## src/rtl/load_align_pkg.sv

```systemverilog
// Shared types for the load alignment unit: op/err/state encodings and field widths.
package load_align_pkg;

  localparam int DATA_W = 32;
  localparam int OP_W   = 3;
  localparam int ERR_W  = 2;
  localparam int CNT_W  = 8;

  typedef enum logic [OP_W-1:0] {
    OP_LB   = 3'b000,
    OP_LBU  = 3'b001,
    OP_LH   = 3'b010,
    OP_LHU  = 3'b011,
    OP_RSVD = 3'b100,
    OP_LW   = 3'b101,
    OP_LWL  = 3'b110,
    OP_LWR  = 3'b111
  } op_e;

  typedef enum logic [ERR_W-1:0] {
    ERR_OK      = 2'b00,
    ERR_ADDR    = 2'b01,
    ERR_TIMEOUT = 2'b10,
    ERR_ILLEGAL = 2'b11
  } err_e;

  typedef enum logic [1:0] {
    ST_IDLE,
    ST_ISSUE,
    ST_WAIT,
    ST_RESP
  } state_e;

  // Halfword loads need addr[0]==0, full-word loads need addr[1:0]==0.
  function automatic logic is_misaligned(input op_e op, input logic [1:0] lsb);
    return ((op == OP_LH || op == OP_LHU) && lsb[0]) ||
           ((op == OP_LW) && (lsb != 2'b00));
  endfunction

endpackage

```

## src/rtl/load_align_fmt.sv

```systemverilog
// Combinational load formatter: byte/half lane select, sign/zero extension, LWL/LWR merge.
module load_align_fmt
  import load_align_pkg::*;
(
  input  op_e                i_op,
  input  logic [1:0]         i_lsb,
  input  logic [DATA_W-1:0]  i_word,
  input  logic [DATA_W-1:0]  i_rt_old,
  output logic [DATA_W-1:0]  o_data
);

  logic [4:0]  w_sh_r;
  logic [4:0]  w_sh_l;
  logic [7:0]  w_byte;
  logic [15:0] w_half;

  assign w_sh_r = {i_lsb, 3'b000};
  // ~k equals 3-k for a 2-bit k, so this is 8*(3-k).
  assign w_sh_l = {~i_lsb, 3'b000};
  assign w_byte = 8'(i_word >> w_sh_r);
  assign w_half = i_lsb[1] ? i_word[31:16] : i_word[15:0];

  always_comb begin
    // NOTE: default first so no path through the case leaves o_data unassigned (no latch).
    o_data = '0;
    case (i_op)
      OP_LB:   o_data = {{24{w_byte[7]}}, w_byte};
      OP_LBU:  o_data = {24'h0, w_byte};
      OP_LH:   o_data = {{16{w_half[15]}}, w_half};
      OP_LHU:  o_data = {16'h0, w_half};
      OP_LW:   o_data = i_word;
      OP_LWL:  o_data = (i_word << w_sh_l) | (i_rt_old & ~(32'hFFFF_FFFF << w_sh_l));
      OP_LWR:  o_data = (i_word >> w_sh_r) | (i_rt_old & ~(32'hFFFF_FFFF >> w_sh_r));
      default: o_data = '0;
    endcase
  end

endmodule

```

## src/rtl/load_align_unit.sv

```systemverilog
// Load alignment unit: one outstanding word read, formatted per load op, with timeout.
// Define LOAD_ALIGN_MISALIGN_EN to reject misaligned LH/LHU/LW with an address error.
module load_align_unit
  import load_align_pkg::*;
#(
  parameter int ADDR_W  = 32,
  parameter int TIMEOUT = 15
) (
  input  logic                 clk,
  input  logic                 rst_n,
  input  logic                 req_valid,
  output logic                 req_ready,
  input  logic [ADDR_W-1:0]    req_addr,
  input  logic [OP_W-1:0]      req_op,
  input  logic [DATA_W-1:0]    req_rt_old,
  output logic                 mem_rd_en,
  output logic [ADDR_W-1:0]    mem_addr,
  input  logic [DATA_W-1:0]    mem_rdata,
  input  logic                 mem_rvalid,
  output logic                 resp_valid,
  input  logic                 resp_ready,
  output logic [DATA_W-1:0]    resp_data,
  output logic [ERR_W-1:0]     resp_err
);

  localparam logic [CNT_W-1:0] CNT_LAST = CNT_W'(TIMEOUT - 1);

  state_e              r_state;
  state_e              w_state_nxt;
  logic                r_rst_done;
  logic [ADDR_W-1:0]   r_addr;
  op_e                 r_op;
  logic [DATA_W-1:0]   r_rt_old;
  logic [CNT_W-1:0]    r_wait_cnt;
  logic [DATA_W-1:0]   r_resp_data;
  err_e                r_resp_err;

  op_e                 w_op;
  logic                w_accept;
  logic                w_illegal;
  logic                w_addr_err;
  logic                w_timeout;
  logic [DATA_W-1:0]   w_fmt_data;

  assign w_op      = op_e'(req_op);
  assign w_accept  = req_valid && req_ready;
  assign w_illegal = (w_op == OP_RSVD);
  assign w_timeout = (r_wait_cnt == CNT_LAST);

`ifdef LOAD_ALIGN_MISALIGN_EN
  assign w_addr_err = is_misaligned(w_op, req_addr[1:0]);
`else
  assign w_addr_err = 1'b0;
`endif

  // Ready is held low until the first edge after reset release.
  assign req_ready  = (r_state == ST_IDLE) && r_rst_done;
  assign mem_rd_en  = (r_state == ST_ISSUE);
  assign mem_addr   = {r_addr[ADDR_W-1:2], 2'b00};
  assign resp_valid = (r_state == ST_RESP);
  assign resp_data  = r_resp_data;
  assign resp_err   = r_resp_err;

  load_align_fmt u_fmt (
    .i_op     (r_op),
    .i_lsb    (r_addr[1:0]),
    .i_word   (mem_rdata),
    .i_rt_old (r_rt_old),
    .o_data   (w_fmt_data)
  );

  always_ff @(posedge clk or negedge rst_n) begin
    if (!rst_n) begin
      r_state <= ST_IDLE;
    end else begin
      // NOTE: sequential state uses non-blocking assignments so every flop samples pre-edge values.
      r_state <= w_state_nxt;
    end
  end

  always_comb begin
    w_state_nxt = r_state;
    case (r_state)
      ST_IDLE:  if (w_accept) w_state_nxt = (w_illegal || w_addr_err) ? ST_RESP : ST_ISSUE;
      ST_ISSUE: w_state_nxt = ST_WAIT;
      ST_WAIT:  if (mem_rvalid || w_timeout) w_state_nxt = ST_RESP;
      ST_RESP:  if (resp_ready) w_state_nxt = ST_IDLE;
      default:  w_state_nxt = ST_IDLE;
    endcase
  end

  always_ff @(posedge clk or negedge rst_n) begin
    if (!rst_n) begin
      r_rst_done  <= 1'b0;
      r_addr      <= '0;
      r_op        <= OP_LB;
      r_rt_old    <= '0;
      r_wait_cnt  <= '0;
      r_resp_data <= '0;
      r_resp_err  <= ERR_OK;
    end else begin
      r_rst_done <= 1'b1;
      case (r_state)
        ST_IDLE: begin
          if (w_accept) begin
            r_addr      <= req_addr;
            r_op        <= w_op;
            r_rt_old    <= req_rt_old;
            r_resp_data <= '0;
            if (w_illegal)       r_resp_err <= ERR_ILLEGAL;
            else if (w_addr_err) r_resp_err <= ERR_ADDR;
            else                 r_resp_err <= ERR_OK;
          end
        end
        ST_ISSUE: r_wait_cnt <= '0;
        ST_WAIT: begin
          if (mem_rvalid) begin
            r_resp_data <= w_fmt_data;
            r_resp_err  <= ERR_OK;
          end else if (w_timeout) begin
            r_resp_data <= '0;
            r_resp_err  <= ERR_TIMEOUT;
          end else begin
            r_wait_cnt <= r_wait_cnt + 1'b1;
          end
        end
        default: ;
      endcase
    end
  end

endmodule

```

## config.mk

```make
export PLATFORM = sky130hd
export DESIGN_NAME = load_align_unit
export DESIGN_NICKNAME = d
export VERILOG_FILES = /design/src/rtl/load_align_pkg.sv /design/src/rtl/load_align_fmt.sv /design/src/rtl/load_align_unit.sv
export SDC_FILE = /design/constraint.sdc
export NUM_CORES = 1
export LEC_CHECK = 0
export CORE_UTILIZATION = 40
export CTS_CLUSTER_DIAMETER = 30
export DETAILED_ROUTE_END_ITERATION = 7
export MAX_ROUTING_LAYER = met4
export PLACE_DENSITY = 0.76
export SYNTH_ARGS = -nofsm -noshare
export SYNTH_HDL_FRONTEND = slang
export SYNTH_SLANG_ARGS = --single-unit
export TNS_END_PERCENT = 20
```

## constraint.sdc

```tcl
create_clock -name clk -period 5 [get_ports clk]
set_input_delay 1.25 -clock clk [delete_from_list [all_inputs] [get_ports clk]]
set_output_delay 1.25 -clock clk [all_outputs]
set_load 0.005 [all_outputs]
```

* Word level (Yosys, flattened, before mapping)
Cells that the tools add are included.
W data, S select, Z words.
** Word-level totals
- Input port bits :: 104
- Flip-flop bits (word level) :: 112
- Logic and storage cells :: 67
- Output and inout bits :: 69
** Cells by class
- Multiplexer cells :: 19
- Equal/unequal tests :: 17
- Reduce and logical (&&, ||, !) cells :: 11
- Bitwise operators :: 7
- Shift-type cells :: 4
- $add $sub $neg :: 1
** Operators with widths (number)
- $pmux W32 S7 :: 1
- $mux W32 :: 3
- $and A32 B32 Y32 :: 2
- $not A32 Y32 :: 2
- $or A32 B32 Y32 :: 2
- $pmux W32 S2 :: 1
- $shl A32 B5 Y32 :: 1
- $shl A32 B5 Y32 const A :: 1
- $shr A32 B5 Y32 :: 1
- $shr A32 B5 Y32 const A :: 1
- $mux W16 :: 1
- $mux W2 :: 8
- $mux W8 :: 2
- $pmux W8 S2 :: 1
- $eq A3 B3 Y1 const B :: 4
- $reduce_and A3 Y1 :: 3
- $add A8 B1 Y8 const B :: 1
- $eq A8 B4 Y1 const B :: 1
- $ne A2 B2 Y1 const B :: 4
- $pmux W2 S4 :: 1
- $eq A3 B2 Y1 const B :: 2
- $eq A2 B2 Y1 const B :: 2
- $pmux W2 S2 :: 1
- $reduce_bool A2 Y1 :: 2
- 10 further kinds :: 11

* Logic depth before layout (Yosys ltp)
Gate-level depths: netlist of the first run.
- Depth in word-level cells :: 8
- Depth in mapped cells :: 9
- Gate-level depth less buffers :: 7

* Modules after synthesis
From an unflattened synthesis of the first run, not the netlist that was laid out.
** Second synthesis, totals
- Cell total of the unflattened synthesis :: 566
- Area total of the unflattened synthesis :: 6476.2 µm²
** Modules (own cells, without submodules)
- load_align_unit :: times used 1, sequential area each 2802.7 µm², area an instance 4693.3 µm², cells an instance 334
- load_align_fmt :: times used 1, sequential area each 0.0 µm², area an instance 1783.0 µm², cells an instance 232

* Least setup slack after synthesis of the first run
OpenSTA, ideal clock, no wires.
- Path kind :: input port to flip-flop
- Start point :: input port mem_rdata[31]
- End point :: register r_resp_data[10], in the netlist resp_data[10]
- Stages :: 6
- Setup time :: 121 ps
- Required time :: 4879 ps
- Arrival time :: 2449 ps
- Slack :: 2430 ps
- Buffers on the path :: 1
- Cells stage by stage :: mux4_2 -> and2_4 -> buf_6 -> a211oi_2 -> o211ai_1 -> a22o_1
** On the way
- Word-level cells in the longest chain between the ends :: 4
** RTL lines
- start: declaration :: line load_align_unit.sv:18 : input logic [DATA_W-1:0] mem_rdata,
- $shr A32 B5 Y32 :: line load_align_fmt.sv:20 : assign w_byte = 8'(i_word >> w_sh_r);
- $pmux W32 S7 :: line load_align_fmt.sv:26 : case (i_op)
- $mux W32 :: line load_align_unit.sv:117 : if (mem_rvalid) begin
- $pmux W32 S2 :: line load_align_unit.sv:103 : case (r_state)
- end signal: assignment :: line load_align_unit.sv:118 : r_resp_data <= w_fmt_data;
- end: declaration :: line load_align_unit.sv:35 : logic [DATA_W-1:0] r_resp_data;
Every way passes these cells.
A chain may end at the register's enable or synchronous reset.

* Final worst setup path of the first run
- Start point :: input port req_valid
- End point :: register r_rt_old[28]
** On the way
- Word-level cells in the longest chain between the ends :: 2
** RTL lines
- start: declaration :: line load_align_unit.sv:11 : input logic req_valid,
- $logic_and A1 B1 Y1 :: line load_align_unit.sv:46 : assign w_accept = req_valid && req_ready;
- $reduce_and A2 Y1 (no source line)
- end signal: assignment :: line load_align_unit.sv:108 : r_rt_old <= req_rt_old;
- end: declaration :: line load_align_unit.sv:33 : logic [DATA_W-1:0] r_rt_old;
Every way passes these cells.

==> metrics.txt, run 1 <==
cell area after synthesis 6680 um^2; crit path time final between 3 and 4 ns; Final Instance Count excl. Fillers around 930; headroom to the max-slew limit roughly 30%; Synth Register Bits 112; Post-synth EDFFs 0; Worst-path clk slew about 0.070 ns; CTS tree done; Final Skew 0.0102 ns; GRT Util Overall 23.0%; Die Y 131 um; initial antenna violation count 0; setup TNS 0 ns; final core utilization roughly 53%; max_cap viols 0; Sink Count between 100 and 150; yosys warns 0; CTS Hold Buffers Added 0; most common cell after layout, fill and taps aside clkdlybuf4s50_1; Post-DRT Antenna Nets 0; synth unique cells 54; critical path startpoint category input pin; Async S/R FF share, synth between 90% and 100%; Worst setup EP type flip-flop; mean area per synthesized cell between 10 and 15 um^2; detailed placer's ending HPWL 13.5 mm; most frequent cells in the layout clkdlybuf4s50_1 (169), dfrtp_1 (111), mux2_2 (93), nand2_1 (60), mux2i_1 (49); Worst Tran Pin Value approximately 1.0 ns; Starting Density 41.4%; CTS Buf Count 9; RSZ-0062 raised after global routing false; final hold violation count 0; Pre-antenna DRT Iters 5; register area share after synthesis a little over two fifths; DRC violations left 0; leak pwr between 3 and 4 nW; Nets roughly 820; Required @ worst endpoint roughly 5.3 ns; via count 5355; layout cells sized above 1 20.0%; placeable core area 16100 um^2; Post-Syn Instances about 600; Post-CTS Setup Bufs 0; row count 46; Crit Path Class in -> reg; drt initial violations between 400 and 500; Power Density about 580 nW/um^2; Max VDD drop 0.000358 V; drt total wl between 15 and 20 mm; Die Area roughly 17000 um^2; Final Cycle Share just over 60%; drt via density about 5.8; I/O pin count 173; width of the die 131 um; H-tree depth 3; outcome complete, no violations; largest net degree at the start of global routing 84; Worst Hold Class reg -> reg; max-slew violations 0; Main synth FF type dfrtp_1; vias in the first global route approximately 5500; Fin Hold WS between 0.5 and 0.6 ns; placed insts 915; Port-buffer cells 170; final setup vio count 0; Routed wire per std cell 19.9 um; area grow syn2layout 28.0%; n_diodes 0; GRT Residual Overflow 0; clock latency on the worst-skew pair approximately 0.37 ns; first-pass GRT wire length 30.1 mm; Data arrival, critical path between 3 and 4 ns; root buffer cell clkbuf_16; PostCTS Resize Cnt 0; clock tree buffer depth 2; crit-path max FO between 40 and 50; Placer Congestion between 0.9 and 1; Max Clk Rate between 0.3 and 0.4 GHz
power by group:
| group | internal (mW) | switching, mW |
|---|---|---|
| Clock | 0.393 | 0.353 |
| Sequential | 1.30 | 0.416 |
| Combinational | 1.39 | 1.12 |
stage by stage:
step	power, mW	setup slack [ns]	cell area [um^2]
floorplan	3.39	2.43	6680
global placement	4.13	1.56	8240
detailed placement	4.21	1.47	8240
CTS	4.98	1.87	8550
global route	5.28	1.74	8550
finish	4.98	1.88	8550
layout make-up:
type / count / area (um^2)
tap: 216 / 270
fill: 1407 / 7570
multi-input combinational: 406 / 3410
inverter: 6 / 22.5
clock buffer: 9 / 225
clock inverter: 7 / 77.6
timing repair buffer: 175 / 1740
sequential: 112 / 2800
path summary, 6_finish.rpt:
check | from | end | slack (ns) | depth (start not counted)
worst max-delay path | req_valid | r_rt_old[28] | 1.88 | 4
worst min-delay path | r_addr[15] | r_addr[15] | 0.51 | 1
worst max register to register | r_addr[0] | resp_data[20] | 2.16 | 5
worst min register to register | r_addr[15] | r_addr[15] | 0.51 | 1
max in group asynchronous | rst_n | r_rst_done | 2.94 | 2
min in group asynchronous | rst_n | r_rt_old[30] | 1.08 | 1
per-layer routing:
metal	vias up	routed length (um)	global-route usage (%)
met5	-	0	-
met1	2615	7740	28.6
met3	38	1600	5.86
met4	0	482	8.43
li1	2410	-	-
met2	292	8720	36.0
critical path, cell delays in order:
cell and delay [ns]:
clkdlybuf4s50_1 0.44, nand2_2 0.75, buf_4 0.51, mux2_2 0.39
cell usage after synthesis (all sizes together), types with 14 or more instances:
master  number  share of area (%)
nand2       61                3.4
dfrtp      112                 42
clkbuf      14               0.79
nor2        25                1.7
o21ai       17                1.5
o221ai      16                2.2
a21oi       19                1.5
mux2i       50                7.6
buf         59                5.9
mux2        93                 16
a22o        31                4.1
logic make-up after synthesis:
logic type	after synthesis	synth area share [%]
multiplexers	152	26.3
other	2	0.112
AND/OR/NAND/NOR	120	8.54
XOR/XNOR	2	0.262
buffers and inverters	79	7.05
AO/OA/AOI/OAI	122	14.5
flip-flops	112	42.0
adder cells (fa/ha/maj)	7	1.31
registers in the layout (all words and copies together), names as in the netlist:
signal / count
r_rt_old: 32
r_state: 2
resp_err: 2
r_rst_done: 1
r_wait_cnt: 8
resp_data: 32
r_op: 3
r_addr: 32
Power figures use the tool's default switching activity.
==> inputs of run 2 (changes only) <==
--- a/config.mk
+++ b/config.mk
@@ -9,7 +9,7 @@
 export CTS_CLUSTER_DIAMETER = 30
 export DETAILED_ROUTE_END_ITERATION = 7
 export MAX_ROUTING_LAYER = met4
-export PLACE_DENSITY = 0.76
+export PLACE_DENSITY = 0.78
 export SYNTH_ARGS = -nofsm -noshare
 export SYNTH_HDL_FRONTEND = slang
 export SYNTH_SLANG_ARGS = --single-unit
==> constraint.sdc (replaced) <==
create_clock -name clk -period 2.6 [get_ports clk]
set_input_delay 0.65 -clock clk [delete_from_list [all_inputs] [get_ports clk]]
set_output_delay 0.65 -clock clk [all_outputs]
set_load 0.005 [all_outputs]
==> run 2 against run 1 <==
Clock power is 110% higher; first-iteration DRC count is 9.2% higher; wire length is 2.3% higher; non-clock buffer count is 21 higher; critical path depth stayed put; power is 100% higher; via count is 2.0% higher; global-route usage is 0.39 points higher; die area stayed put; worst hold slack worse by 0.30 ns.
==> metrics.txt, run 2 (synthesis gave the netlist of run 1 again) <==
outcome complete, no violations; crit-path max FO 4; placed insts 936; Pre-antenna DRT Iters 5; final setup vio count 0; Data arrival, critical path about 1.8 ns; peak per-stage delay on the critical path 0.53 ns; Port-buffer cells 170; Critical R2R Launch r_op[1]; largest net degree at the start of global routing 61; Worst-path clk slew 0.08 ns; max_cap viols 0; Starting Density between 40 and 50%; via count approximately 5500; Worst setup EP type output pin; Required @ worst endpoint 1.95 ns; clock latency on the worst-skew pair between 0.3 and 0.4 ns; most common cell after layout, fill and taps aside clkdlybuf4s50_1; I/O pin count roughly 170; Routed wire per std cell 19.9 um; final hold violation count 0; Final Instance Area slightly below 9000 um^2; root buffer cell clkbuf_16; vias in the first global route between 5000 and 6000; CP cell instances inv_1 -> ha_1 -> and2_1 -> clkdlybuf4s50_1; GRT Residual Overflow 0; Worst Tran Pin Value ~0.7 ns; Max VDD drop between 0.0005 and 0.0006 V; max-slew violations 0; CTS tree done; Power Density 1130 nW/um^2; Final Instance Count excl. Fillers 954; Final Cycle Share between 90% and 100%; slowest stage cell on the critical path clkdlybuf4s50_1; Sink Count roughly 110; width of the die 131 um; detailed placer's ending HPWL ~14 mm; Post-DRT Antenna Nets 0; leak pwr 3.70 nW; crit path time final between 2 and 2.5 ns; initial antenna violation count 2; Post-DP Area roughly 8500 um^2; most frequent cells in the layout clkdlybuf4s50_1 (169), dfrtp_1 (111), mux2_2 (93), nand2_1 (60), mux2i_1 (49); clock tree buffer depth 2; Final Skew between 0.01 and 0.015 ns; critical path startpoint category flip-flop; CP startpoint r_state[1]; drt via density 5.73; DRC violations left 0; Worst Hold Class in -> async; Post-CTS Setup Bufs 0; GRT Util Overall between 20% and 30%; Die Y approximately 130 um; area grow syn2layout 31.7%; Die Area around 17000 um^2; Max Clk Rate ~0.4 GHz; H-tree depth 3; Nets about 840; drt total wl roughly 19 mm; layout cells sized above 1 between 20% and 30%; placeable core area 16100 um^2; RSZ-0062 raised after global routing false; first-pass GRT wire length between 30 and 40 mm; CTS Buf Count 9; setup TNS 0 ns; Crit Path Class reg -> out; Placer Congestion just over 0.9; headroom to the max-slew limit roughly 54%; Tot Pwr 9.94 mW; row count 46; drt initial violations 532
==> run 2: cell types whose count changed in the layout (fill, tap and decap cells not counted), sizes merged <==
cell      previous run  this run
clkinv               3         1
clkinvlp             1         2
diode                0         2
buf                  6        27
bufinv               1         2
==> run 2: timing repair <==
| item | CTS | global route |
|---|---|---|
| setup endpoints to repair | 0 | 1 |
| hold buffers | 0 | 0 |
| resized for setup | 0 | 1 |
==> run 2: worst max-delay path: cells and delay by family (launching register included) <==
kind                       cells  cell delay [ns]
adders and majority gates      1             0.18
buffers and inverters          2             0.65
DFF                            1             0.43
and+or+nand+nor                1             0.16
==> run 2: per-layer routing <==
layer	GRT usage (%)	part of all wire (%)	wire, um	up-vias
li1	-	-	-	2448
met1	28.4	41	7840	2666
met3	7.14	8.9	1690	46
met5	-	0	0	-
met4	9.87	3.2	599	0
met2	36.0	47	8850	303
==> run 2: worst paths after layout <==
path                            endpoint  slack [ns]  depth (start not counted)
setup reg to reg           resp_data[16]        0.30                          5
hold reg to reg              resp_err[1]        0.49                          2
hold / removal                 r_addr[1]        0.21                          1
setup / recovery               req_ready        0.17                          4
max in group asynchronous   r_rt_old[22]        1.69                          2
min in group clk             resp_err[1]        0.49                          2
==> run 2: area by class of cell <==
type	count	area (um^2)
Inverter	6	22.5
Clock inverter	7	101
Clock buffer	9	225
Fill cell	1381	7320
Tap cell	216	270
Antenna cell	2	5.00
Timing Repair Buffer	196	1960
Multi-Input combinational cell	406	3410
Sequential cell	112	2800
==> run 2: power by group <==
group | internal [mW] | switching, mW
sequential | 2.50 | 0.671
combinational | 2.85 | 2.38
clock | 0.854 | 0.688
==> run 2: stage by stage <==
step | utilization, % | worst slack [ns] | hold WS [ns]
2_1_floorplan | - | 0.611 | 0.354
6_report | 54.6 | 0.172 | 0.209
3_3_place_gp | 52.5 | 0.138 | 0.476
3_5_place_dp | 52.5 | 0.0746 | 0.478
5_1_grt | 54.6 | 0.0198 | 0.231
4_1_cts | 54.5 | 0.145 | 0.213
==> inputs of run 3 (changes only) <==
--- a/config.mk
+++ b/config.mk
@@ -9,8 +9,10 @@
 export CTS_CLUSTER_DIAMETER = 30
 export DETAILED_ROUTE_END_ITERATION = 7
 export MAX_ROUTING_LAYER = met4
-export PLACE_DENSITY = 0.78
+export PLACE_DENSITY = 0.79
+export SLEW_MARGIN = 10
 export SYNTH_ARGS = -nofsm -noshare
 export SYNTH_HDL_FRONTEND = slang
+export SYNTH_HIERARCHICAL = 1
 export SYNTH_SLANG_ARGS = --single-unit
 export TNS_END_PERCENT = 20
==> run 3 against run 2 <==
Area after synthesis down 3.0%; worst hold slack better by 0.051 ns; synthesized cell count down 5.0%; via count down 1.4%; global-route usage up 0.85 points; maximum frequency down 1.6%; clock power down 13%; setup slack worse by 0.040 ns; combinational power down 1%; critical path depth unchanged; utilization down 1.0 points; clock-buffer cell count unchanged; critical endpoint unchanged; largest power group unchanged; highest routed layer unchanged.
==> metrics.txt, run 3 <==
critical path startpoint category flip-flop; crit-path max FO 7; Post-DP Area roughly 8200 um^2; Max VDD drop 0.000733 V; initial antenna violation count 0; synth unique cells 58; setup TNS 0 ns; outcome complete, no violations; placed insts between 900 and 1000; headroom to the max-slew limit 53.2%; area leader, netlist dfrtp_1; width of the die about 130 um; root buffer cell clkbuf_16; Reg power frac between 30% and 40%; largest net degree at the start of global routing 43; synth cell count leaders dfrtp_1 (112), mux2_2 (74), nand2_1 (59); detailed placer's ending HPWL between 10 and 15 mm; clock tree buffer depth 2; Port-buffer cells 170; leak pwr around 3.6 nW; final worst slack 0.131 ns; Die Area about 17000 um^2; CP startpoint r_state[1]; Tot Pwr around 9.7 mW; Pre-antenna DRT Iters 8; Routed wire per std cell just over 20 um; Critical R2R Launch r_addr[1]; DRC violations left 0; Worst-path clk slew around 0.080 ns; Power Density approximately 1100 nW/um^2; I/O pin count between 150 and 200; top area cells in the synthesized netlist dfrtp_1 (43%), mux2_2 (13%), buf_4 (4.6%), mux2i_1 (4.6%), mux4_2 (4.5%); Max Clk Rate around 0.41 GHz; max-slew violations 0; GRT Residual Overflow 0; row count between 40 and 50; Synth Register Bits 112; drt initial violations 525; Final Instance Count excl. Fillers around 920; most frequent cells in the layout clkdlybuf4s50_1 (169), dfrtp_1 (110), mux2_2 (74), nand2_1 (59), a22o_1 (32); Fin Hold WS between 0.2 and 0.3 ns; crit path time final approximately 2.5 ns; drt total wl about 19 mm; H-tree depth 3; n_diodes 0; CTS tree done; CTS Buf Count 9; most common cell after layout, fill and taps aside clkdlybuf4s50_1; via count roughly 5400; max_cap viols 0; Sink Count 112; Data arrival, critical path approximately 1.8 ns; Required @ worst endpoint roughly 2.0 ns; RSZ-0062 raised after global routing false; final core utilization a little over half; final hold violation count 0; layout cells sized above 1 about a fifth; mean area per synthesized cell approximately 11 um^2; placeable core area approximately 16000 um^2; register area share after synthesis between 40 and 50%; Final Cycle Share 95.0%; Comb power frac 53.3%; switching share of total power between 30% and 40%; Clock power frac between 10% and 20%; Main synth FF type dfrtp_1; Worst Tran Pin Value about 0.70 ns; Post-synth EDFFs 0; final setup vio count 0; P_sw approximately 3.7 mW; Post-Syn Instances between 500 and 600; Worst Hold Class in -> async; Die Y around 130 um; first-pass GRT wire length between 20 and 30 mm; vias in the first global route 5359; clock latency on the worst-skew pair between 0.3 and 0.4 ns; Final Skew roughly 0.01 ns; GRT Util Overall roughly a quarter; area grow syn2layout 30.9%; Starting Density about two fifths; Post-DRT Antenna Nets 0; Post-CTS Setup Bufs 0; Crit Path Class reg -> out; cell area after synthesis 6480 um^2; most common cell in the netlist dfrtp_1; Setup WS pre-CTS 0.144 ns; P_int 5.96 mW; Worst setup EP type output pin; drt via density ~5.8; yosys warns 6; Placer Congestion about 0.92; Async S/R FF share, synth between 90% and 100%; top-area cell type share of the netlist area between 40% and 50%; Final Instance Area roughly 8500 um^2; Nets between 800 and 900
## run 3: final timing paths
kind | cells after the start | endpoint | slack, ns
setup / recovery | 4 | req_ready | 0.13
hold / removal | 1 | resp_data[7] | 0.26
setup reg to reg | 7 | resp_data[16] | 0.35
hold reg to reg | 1 | resp_data[13] | 0.50
max in group asynchronous | 2 | r_addr[18] | 1.64
min in group clk | 1 | resp_data[13] | 0.50
## run 3: logic make-up (layout without fill, tap and decap cells)
| logic type | after synthesis | in the layout | synth area share (%) |
|---|---|---|---|
| AOI/OAI and AO/OA | 126 | 126 | 15.4 |
| muxes | 121 | 121 | 23.1 |
| and+or+nand+nor | 119 | 119 | 8.62 |
| DFF | 112 | 112 | 43.3 |
| buffers and inverters | 79 | 218 | 8.11 |
| adders and majority gates | 7 | 7 | 1.35 |
| other | 2 | 3 | 0.116 |
## run 3: routing by layer
layer | GRT usage, % | part of all wire [%] | vias to the layer above
met1 | 29.7 | 39 | 2673
met3 | 6.69 | 9.0 | 30
met2 | 38.8 | 49 | 309
met5 | - | 0 | -
li1 | - | - | 2374
met4 | 7.47 | 2.4 | 0
## run 3: area by class of cell
cell class,count,area (um^2)
inverter,9,33.8
timing repair buffer,193,1930
clock buffer,9,225
clock inverter,7,53.8
multi-input combinational,376,3160
tap,216,270
fill,1338,7350
sequential,112,2810
## run 3: timing repair
action / 4_1_cts / 5_1_grt
hold buffers: 0 / 0
hold endpoints to repair: 0 / 0
setup endpoints to repair: 0 / 1
resized for setup: 0 / 1
## run 3: worst max-delay path, stage by stage (launching register included)
cell             delay (ns)
dfrtp_1                0.41
inv_1                  0.14
ha_2                   0.27
and2_1                 0.15
clkdlybuf4s50_1        0.49
## run 3: power by group through the flow
stage          combinational [mW]  clock, mW  sequential, mW
2_1_floorplan                3.59          0            2.88
3_3_place_gp                 4.96          0            3.17
3_5_place_dp                 5.10          0            3.20
4_1_cts                      5.12       1.39            3.18
5_1_grt                      5.56       1.46            3.29
6_report                     5.17       1.34            3.19
